[config.mk]
export PLATFORM = sky130hd
export DESIGN_NAME = wb_narrow_seq
export DESIGN_NICKNAME = d
export VERILOG_FILES = /design/src/rtl/wb_narrow_seq.sv
export SDC_FILE = /design/constraint.sdc
export NUM_CORES = 1
export LEC_CHECK = 0
export CORE_AREA = 5 5 160 162
export DETAILED_ROUTE_END_ITERATION = 10
export DIE_AREA = 0 0 165 167
export REMOVE_ABC_BUFFERS = 1
export SKIP_LAST_GASP = 1
export SLEW_MARGIN = 10
export SYNTH_ARGS = -nofsm -noshare
export SYNTH_HDL_FRONTEND = slang
export SYNTH_SLANG_ARGS = --single-unit
[constraint.sdc]
create_clock -name wb_clk_i -period 4.3 [get_ports wb_clk_i]
set_input_delay 0.86 -clock wb_clk_i [delete_from_list [all_inputs] [get_ports wb_clk_i]]
set_output_delay 0.86 -clock wb_clk_i [all_outputs]
set_load 0.02 [all_outputs]
[src/rtl/wb_narrow_seq.sv]
`default_nettype none
// ============================================================================
// Module  : wb_narrow_seq
// Brief   : Splits a 32-bit classic Wishbone access into big-endian 8-bit
//           slave accesses, one per selected byte lane. Optional slave
//           watchdog enabled by defining WB_NARROW_SEQ_TIMEOUT_EN.
// Rev     : 1.0 - initial release
// ============================================================================
module wb_narrow_seq #(
    parameter int unsigned aw      = 32,
    parameter int unsigned TIMEOUT = 255
) (
    input  logic          wb_clk_i,
    input  logic          wb_rst_i,
    input  logic [aw-1:0] wbm_adr_i,
    input  logic [31:0]   wbm_dat_i,
    input  logic [3:0]    wbm_sel_i,
    input  logic          wbm_we_i,
    input  logic          wbm_cyc_i,
    input  logic          wbm_stb_i,
    input  logic [2:0]    wbm_cti_i,
    input  logic [1:0]    wbm_bte_i,
    output logic [31:0]   wbm_dat_o,
    output logic          wbm_ack_o,
    output logic          wbm_err_o,
    output logic          wbm_rty_o,
    output logic [aw-1:0] wbs_adr_o,
    output logic [7:0]    wbs_dat_o,
    output logic          wbs_we_o,
    output logic          wbs_cyc_o,
    output logic          wbs_stb_o,
    output logic [2:0]    wbs_cti_o,
    output logic [1:0]    wbs_bte_o,
    input  logic [7:0]    wbs_dat_i,
    input  logic          wbs_ack_i,
    input  logic          wbs_err_i,
    input  logic          wbs_rty_i
);

    localparam logic [1:0] c_IDLE   = 2'd0;
    localparam logic [1:0] c_ACCESS = 2'd1;
    localparam logic [1:0] c_RETRY  = 2'd2;
    localparam logic [1:0] c_RESP   = 2'd3;

    function automatic logic [1:0] top_lane(input logic [3:0] bits);
        if (bits[3]) return 2'd3;
        if (bits[2]) return 2'd2;
        if (bits[1]) return 2'd1;
        return 2'd0;
    endfunction

    function automatic logic [7:0] lane_byte(input logic [31:0] d, input logic [1:0] k);
        return d[{k, 3'b000} +: 8];
    endfunction

    function automatic logic [31:0] sel_mask(input logic [3:0] s);
        return {{8{s[3]}}, {8{s[2]}}, {8{s[1]}}, {8{s[0]}}};
    endfunction

    logic [1:0]    r_state, w_state;
    logic [aw-3:0] r_adr, w_adr;
    logic [31:0]   r_dat, w_dat;
    logic [3:0]    r_sel, w_sel;
    logic [3:0]    r_pend, w_pend;
    logic [31:0]   r_buf, w_buf;
    logic [1:0]    r_lane, w_lane;
    logic          r_err_flag, w_err_flag;
    logic          r_wbs_cyc, w_wbs_cyc;
    logic          r_wbs_stb, w_wbs_stb;
    logic          r_wbs_we, w_wbs_we;
    logic [aw-1:0] r_wbs_adr, w_wbs_adr;
    logic [7:0]    r_wbs_dat, w_wbs_dat;
    logic          r_ack, w_ack;
    logic          r_err, w_err;
    logic [31:0]   r_mdat, w_mdat;
    logic [3:0]    w_pend_left;
    logic [1:0]    w_next_lane;
    logic [1:0]    w_first_lane;

`ifdef WB_NARROW_SEQ_TIMEOUT_EN
    localparam logic [15:0] c_WDOG_LAST = 16'(TIMEOUT - 1);
    logic [15:0] r_wdog, w_wdog;
`else
    localparam int unsigned c_unused_timeout = TIMEOUT;
`endif

    logic w_unused;
    assign w_unused = &{1'b0, wbm_cti_i, wbm_bte_i, wbm_adr_i[1:0]};

    assign w_pend_left  = r_pend & ~(4'b0001 << r_lane);
    assign w_next_lane  = top_lane(w_pend_left);
    assign w_first_lane = top_lane(wbm_sel_i);

    always_comb begin
        w_state    = r_state;
        w_adr      = r_adr;
        w_dat      = r_dat;
        w_sel      = r_sel;
        w_pend     = r_pend;
        w_buf      = r_buf;
        w_lane     = r_lane;
        w_err_flag = r_err_flag;
        w_wbs_cyc  = r_wbs_cyc;
        w_wbs_stb  = r_wbs_stb;
        w_wbs_we   = r_wbs_we;
        w_wbs_adr  = r_wbs_adr;
        w_wbs_dat  = r_wbs_dat;
        w_ack      = 1'b0;
        w_err      = 1'b0;
        w_mdat     = 32'd0;
`ifdef WB_NARROW_SEQ_TIMEOUT_EN
        w_wdog     = r_wdog;
`endif
        case (r_state)
            c_IDLE: begin
                // The master still holds stb during our ack/err cycle; do not re-accept it.
                if (wbm_cyc_i && wbm_stb_i && !r_ack && !r_err) begin
                    w_adr      = wbm_adr_i[aw-1:2];
                    w_dat      = wbm_dat_i;
                    w_sel      = wbm_sel_i;
                    w_pend     = wbm_sel_i;
                    w_buf      = 32'd0;
                    w_err_flag = 1'b0;
                    if (wbm_sel_i == 4'b0000) begin
                        w_state = c_RESP;
                    end else begin
                        w_state   = c_ACCESS;
                        w_lane    = w_first_lane;
                        w_wbs_cyc = 1'b1;
                        w_wbs_stb = 1'b1;
                        w_wbs_we  = wbm_we_i;
                        // Big-endian: lane k lives at byte offset 3-k, i.e. ~k.
                        w_wbs_adr = {wbm_adr_i[aw-1:2], ~w_first_lane};
                        w_wbs_dat = lane_byte(wbm_dat_i, w_first_lane);
`ifdef WB_NARROW_SEQ_TIMEOUT_EN
                        w_wdog    = 16'd0;
`endif
                    end
                end
            end
            c_ACCESS: begin
                if (!wbm_cyc_i) begin
                    w_wbs_cyc = 1'b0;
                    w_wbs_stb = 1'b0;
                    w_wbs_we  = 1'b0;
                    w_pend    = 4'b0000;
                    w_state   = c_IDLE;
                end else if (wbs_err_i) begin
                    w_wbs_cyc  = 1'b0;
                    w_wbs_stb  = 1'b0;
                    w_wbs_we   = 1'b0;
                    w_pend     = 4'b0000;
                    w_err_flag = 1'b1;
                    w_state    = c_RESP;
                end else if (wbs_ack_i) begin
                    w_buf[{r_lane, 3'b000} +: 8] = wbs_dat_i;
                    w_pend = w_pend_left;
`ifdef WB_NARROW_SEQ_TIMEOUT_EN
                    w_wdog = 16'd0;
`endif
                    if (w_pend_left == 4'b0000) begin
                        w_wbs_cyc = 1'b0;
                        w_wbs_stb = 1'b0;
                        w_wbs_we  = 1'b0;
                        w_state   = c_RESP;
                    end else begin
                        w_lane    = w_next_lane;
                        w_wbs_adr = {r_adr, ~w_next_lane};
                        w_wbs_dat = lane_byte(r_dat, w_next_lane);
                    end
                end else if (wbs_rty_i) begin
                    w_wbs_stb = 1'b0;
                    w_state   = c_RETRY;
                end
`ifdef WB_NARROW_SEQ_TIMEOUT_EN
                else if (r_wdog == c_WDOG_LAST) begin
                    w_wbs_cyc  = 1'b0;
                    w_wbs_stb  = 1'b0;
                    w_wbs_we   = 1'b0;
                    w_pend     = 4'b0000;
                    w_err_flag = 1'b1;
                    w_state    = c_RESP;
                end else begin
                    w_wdog = r_wdog + 16'd1;
                end
`endif
            end
            c_RETRY: begin
                if (!wbm_cyc_i) begin
                    w_wbs_cyc = 1'b0;
                    w_wbs_stb = 1'b0;
                    w_wbs_we  = 1'b0;
                    w_pend    = 4'b0000;
                    w_state   = c_IDLE;
                end else begin
                    w_wbs_stb = 1'b1;
                    w_state   = c_ACCESS;
`ifdef WB_NARROW_SEQ_TIMEOUT_EN
                    w_wdog    = 16'd0;
`endif
                end
            end
            default: begin
                w_state = c_IDLE;
                if (r_err_flag) begin
                    w_err = 1'b1;
                end else begin
                    w_ack  = 1'b1;
                    w_mdat = r_buf & sel_mask(r_sel);
                end
            end
        endcase
    end

    always_ff @(posedge wb_clk_i) begin
        if (!wb_rst_i) begin
            r_state    <= c_IDLE;
            r_adr      <= '0;
            r_dat      <= 32'd0;
            r_sel      <= 4'd0;
            r_pend     <= 4'd0;
            r_buf      <= 32'd0;
            r_lane     <= 2'd0;
            r_err_flag <= 1'b0;
            r_wbs_cyc  <= 1'b0;
            r_wbs_stb  <= 1'b0;
            r_wbs_we   <= 1'b0;
            r_wbs_adr  <= '0;
            r_wbs_dat  <= 8'd0;
            r_ack      <= 1'b0;
            r_err      <= 1'b0;
            r_mdat     <= 32'd0;
`ifdef WB_NARROW_SEQ_TIMEOUT_EN
            r_wdog     <= 16'd0;
`endif
        end else begin
            r_state    <= w_state;
            r_adr      <= w_adr;
            r_dat      <= w_dat;
            r_sel      <= w_sel;
            r_pend     <= w_pend;
            r_buf      <= w_buf;
            r_lane     <= w_lane;
            r_err_flag <= w_err_flag;
            r_wbs_cyc  <= w_wbs_cyc;
            r_wbs_stb  <= w_wbs_stb;
            r_wbs_we   <= w_wbs_we;
            r_wbs_adr  <= w_wbs_adr;
            r_wbs_dat  <= w_wbs_dat;
            r_ack      <= w_ack;
            r_err      <= w_err;
            r_mdat     <= w_mdat;
`ifdef WB_NARROW_SEQ_TIMEOUT_EN
            r_wdog     <= w_wdog;
`endif
        end
    end

    assign wbm_dat_o = r_mdat;
    assign wbm_ack_o = r_ack;
    assign wbm_err_o = r_err;
    assign wbm_rty_o = 1'b0;
    assign wbs_adr_o = r_wbs_adr;
    assign wbs_dat_o = r_wbs_dat;
    assign wbs_we_o  = r_wbs_we;
    assign wbs_cyc_o = r_wbs_cyc;
    assign wbs_stb_o = r_wbs_stb;
    assign wbs_cti_o = 3'b000;
    assign wbs_bte_o = 2'b00;

endmodule
`default_nettype wire

==> metrics <==
status complete, no violations; Initial Util 32.6%; critical path capture point type flip-flop; placed instance area 9600 um^2; Ys Warns 0; Area growth syn-to-layout 30.6%; initial antenna violation count 3; sequential area share after synthesis 47.2%; Setup CP Type input port to flip-flop; final setup fails 0; hpwl dp 14400 um; CTS tree built; r2r setup slk 1540 ps; fin area 10200 um^2; Die ar. 27600 um^2; worst path arrival time 3140 ps; commonest non-fill, non-tap cell in the layout dfxtp_1; most frequent cells in the layout dfxtp_1, clkdlybuf4s50_1, nand2_1, a21boi_0, mux2i_1; port bufs 158; Layout Skew 20.4 ps; Setup WS pre-CTS 1090 ps; synthesized instance count 846; Syn Area/Cell 9.22 um^2; cts repair resizes 0; ANT nets after route 0; die height 167 um; pin count of the biggest net entering global routing 54; Routed Wire Length 20900 um; vias in the first global route 6183; critical path launch point type input port; Layout Nets 1070; Root Driver clkbuf_16; RSZ-0062 raised after global routing false; min cycle time layout 2790 ps; max cap viols 0; Slew @ Worst Pin 998 ps; worst setup path end r_buf[19]; fin. max-slew vios 0; top_reg_cell synth dfxtp_1; Reg clk slew, reported paths 70 ps; Placer Congestion 0.771; clk sink count 184; clk buf depth 2; Post-Syn Area 7800 um^2; fmax 0.358 GHz; Critical Path RT 4640 ps; drt first pass iters 6; first-pass GRT wire length 33500 um; I/O pin count 172; Leak 3.66 nW; Hold Crit Depth 2; Worst Slack Setup Final 1510 ps; drt via density 4.85; largest vdd supply drop 0.000318 V; H-tree Lvls 4; wire length per cell 16.0 um; worst rel slew slack 33.5%; worst r2r src r_lane[0]; P per Cell Area 610 nW/um^2; HP Class flip-flop to flip-flop; drc violations 0; Post-synth EDFFs 0; final total power 6.22 mW; crit share post-route 65.0%; ys async rst share 0%; R2R depth 9; RR Endpoint wbs_adr_o[26]; # hold bufs at CTS 0; Post-CTS Setup Repair Bufs 0; via count 6354; Die X 165 um; # rows 57; Min Hold Slack 452 ps; layout cell share with drive strength beyond 1 9.63%; Cell variety after synth 56; cts bufs inserted 17; Total GRT Usage 15.1%; clock latency on the worst-skew pair 430 ps; crit path max fanout 16; core box area 24000 um^2; grt ovf 0; DR iter-0 viols 280; Final Hold Vio Count 0; CP Launch Point wbm_cyc_i; flop and latch count out of synthesis 184
## final cells by class
cell class	count	area [um^2]
fill	2445	13800
multi-input combinational	588	3770
sequential	184	3680
timing repair buffer	172	1710
clock buffer	18	429
tap	324	405
clock inverter	14	154
inverter	10	37.5
antenna	1	2.50
## stage by stage
stage	instances	utilization (%)	setup TNS (ps)
2_1_floorplan	782	-	-4350
3_3_place_gp	1278	40.1	0
3_5_place_dp	1278	40.1	0
4_1_cts	1310	42.5	0
5_1_grt	1310	42.5	0
6_report	1311	42.5	0
## report_power, final
part	switching [mW]	total, mW	internal, mW
Combinational	1.46	2.50	1.04
Sequential	0.174	2.18	2.01
Clock	0.754	1.53	0.780
## state kept, by name, summed over array words and instances (netlist names)
| signal | flops |
|---|---|
| r_adr | 30 |
| r_buf | 32 |
| r_dat | 32 |
| r_err_flag | 1 |
| r_lane | 2 |
| r_pend | 4 |
| r_sel | 4 |
| r_state | 2 |
| wbm_ack_o | 1 |
| wbm_dat_o | 32 |
| wbm_err_o | 1 |
| wbs_adr_o | 32 |
| wbs_cyc_o | 1 |
| wbs_dat_o | 8 |
| wbs_stb_o | 1 |
| wbs_we_o | 1 |
## layer usage
| layer | share of wire (%) | wire length, um | up-vias | track usage (%) |
|---|---|---|---|---|
| li1 | - | - | 3203 | - |
| met3 | 8.5 | 1790 | 19 | 6.06 |
| met4 | 1.0 | 211 | 4 | 3.94 |
| met2 | 45 | 9310 | 175 | 23.4 |
| met1 | 46 | 9580 | 2953 | 19.6 |
| met5 | 0.11 | 24 | - | 0 |
## critical path, cell delays in order
cell	delay (ps)
clkdlybuf4s50_1	610
and4bb_4	320
o22ai_4	170
a21oi_1	820
nand3_1	140
a21boi_0	200
## cell usage after synthesis, drive strengths merged (8+ instances only)
library cell / number / area, um^2
and3: 32 / 200
clkbuf: 36 / 135
o22ai: 9 / 70.1
a211oi: 31 / 375
nand2b: 22 / 138
ha: 8 / 100
mux2i: 42 / 420
o41ai: 8 / 70.1
o21ai: 23 / 115
nor2b: 14 / 87.6
a21oi: 27 / 135
a22oi: 8 / 60.1
a21boi: 70 / 526
dfxtp: 184 / 3680
nand2: 157 / 589
nand3: 35 / 175
buf: 33 / 211
nor2: 35 / 131
inv: 10 / 37.5
## logic make-up (layout without fill, tap and decap cells)
| group | count (synthesis) | count (layout) | share of synthesized area [%] |
|---|---|---|---|
| flip-flops | 184 | 184 | 47.2 |
| buffers and inverters | 79 | 214 | 4.92 |
| multiplexers | 49 | 49 | 6.40 |
| adder cells (fa/ha/maj) | 8 | 8 | 1.28 |
| AO/OA/AOI/OAI | 198 | 198 | 19.8 |
| AND/OR/NAND/NOR | 327 | 327 | 20.3 |
| other | 1 | 7 | 0.0481 |
## worst min path at each step
stage	startpoint	end
floorplan	r_dat[16]	r_dat[16]
global placement	r_dat[17]	r_dat[17]
detailed placement	r_dat[18]	r_dat[18]
CTS	r_dat[18]	r_dat[18]
global route	r_dat[18]	r_dat[18]
finish	r_dat[18]	r_dat[18]
No activity file was read; power rests on OpenSTA's default activity.
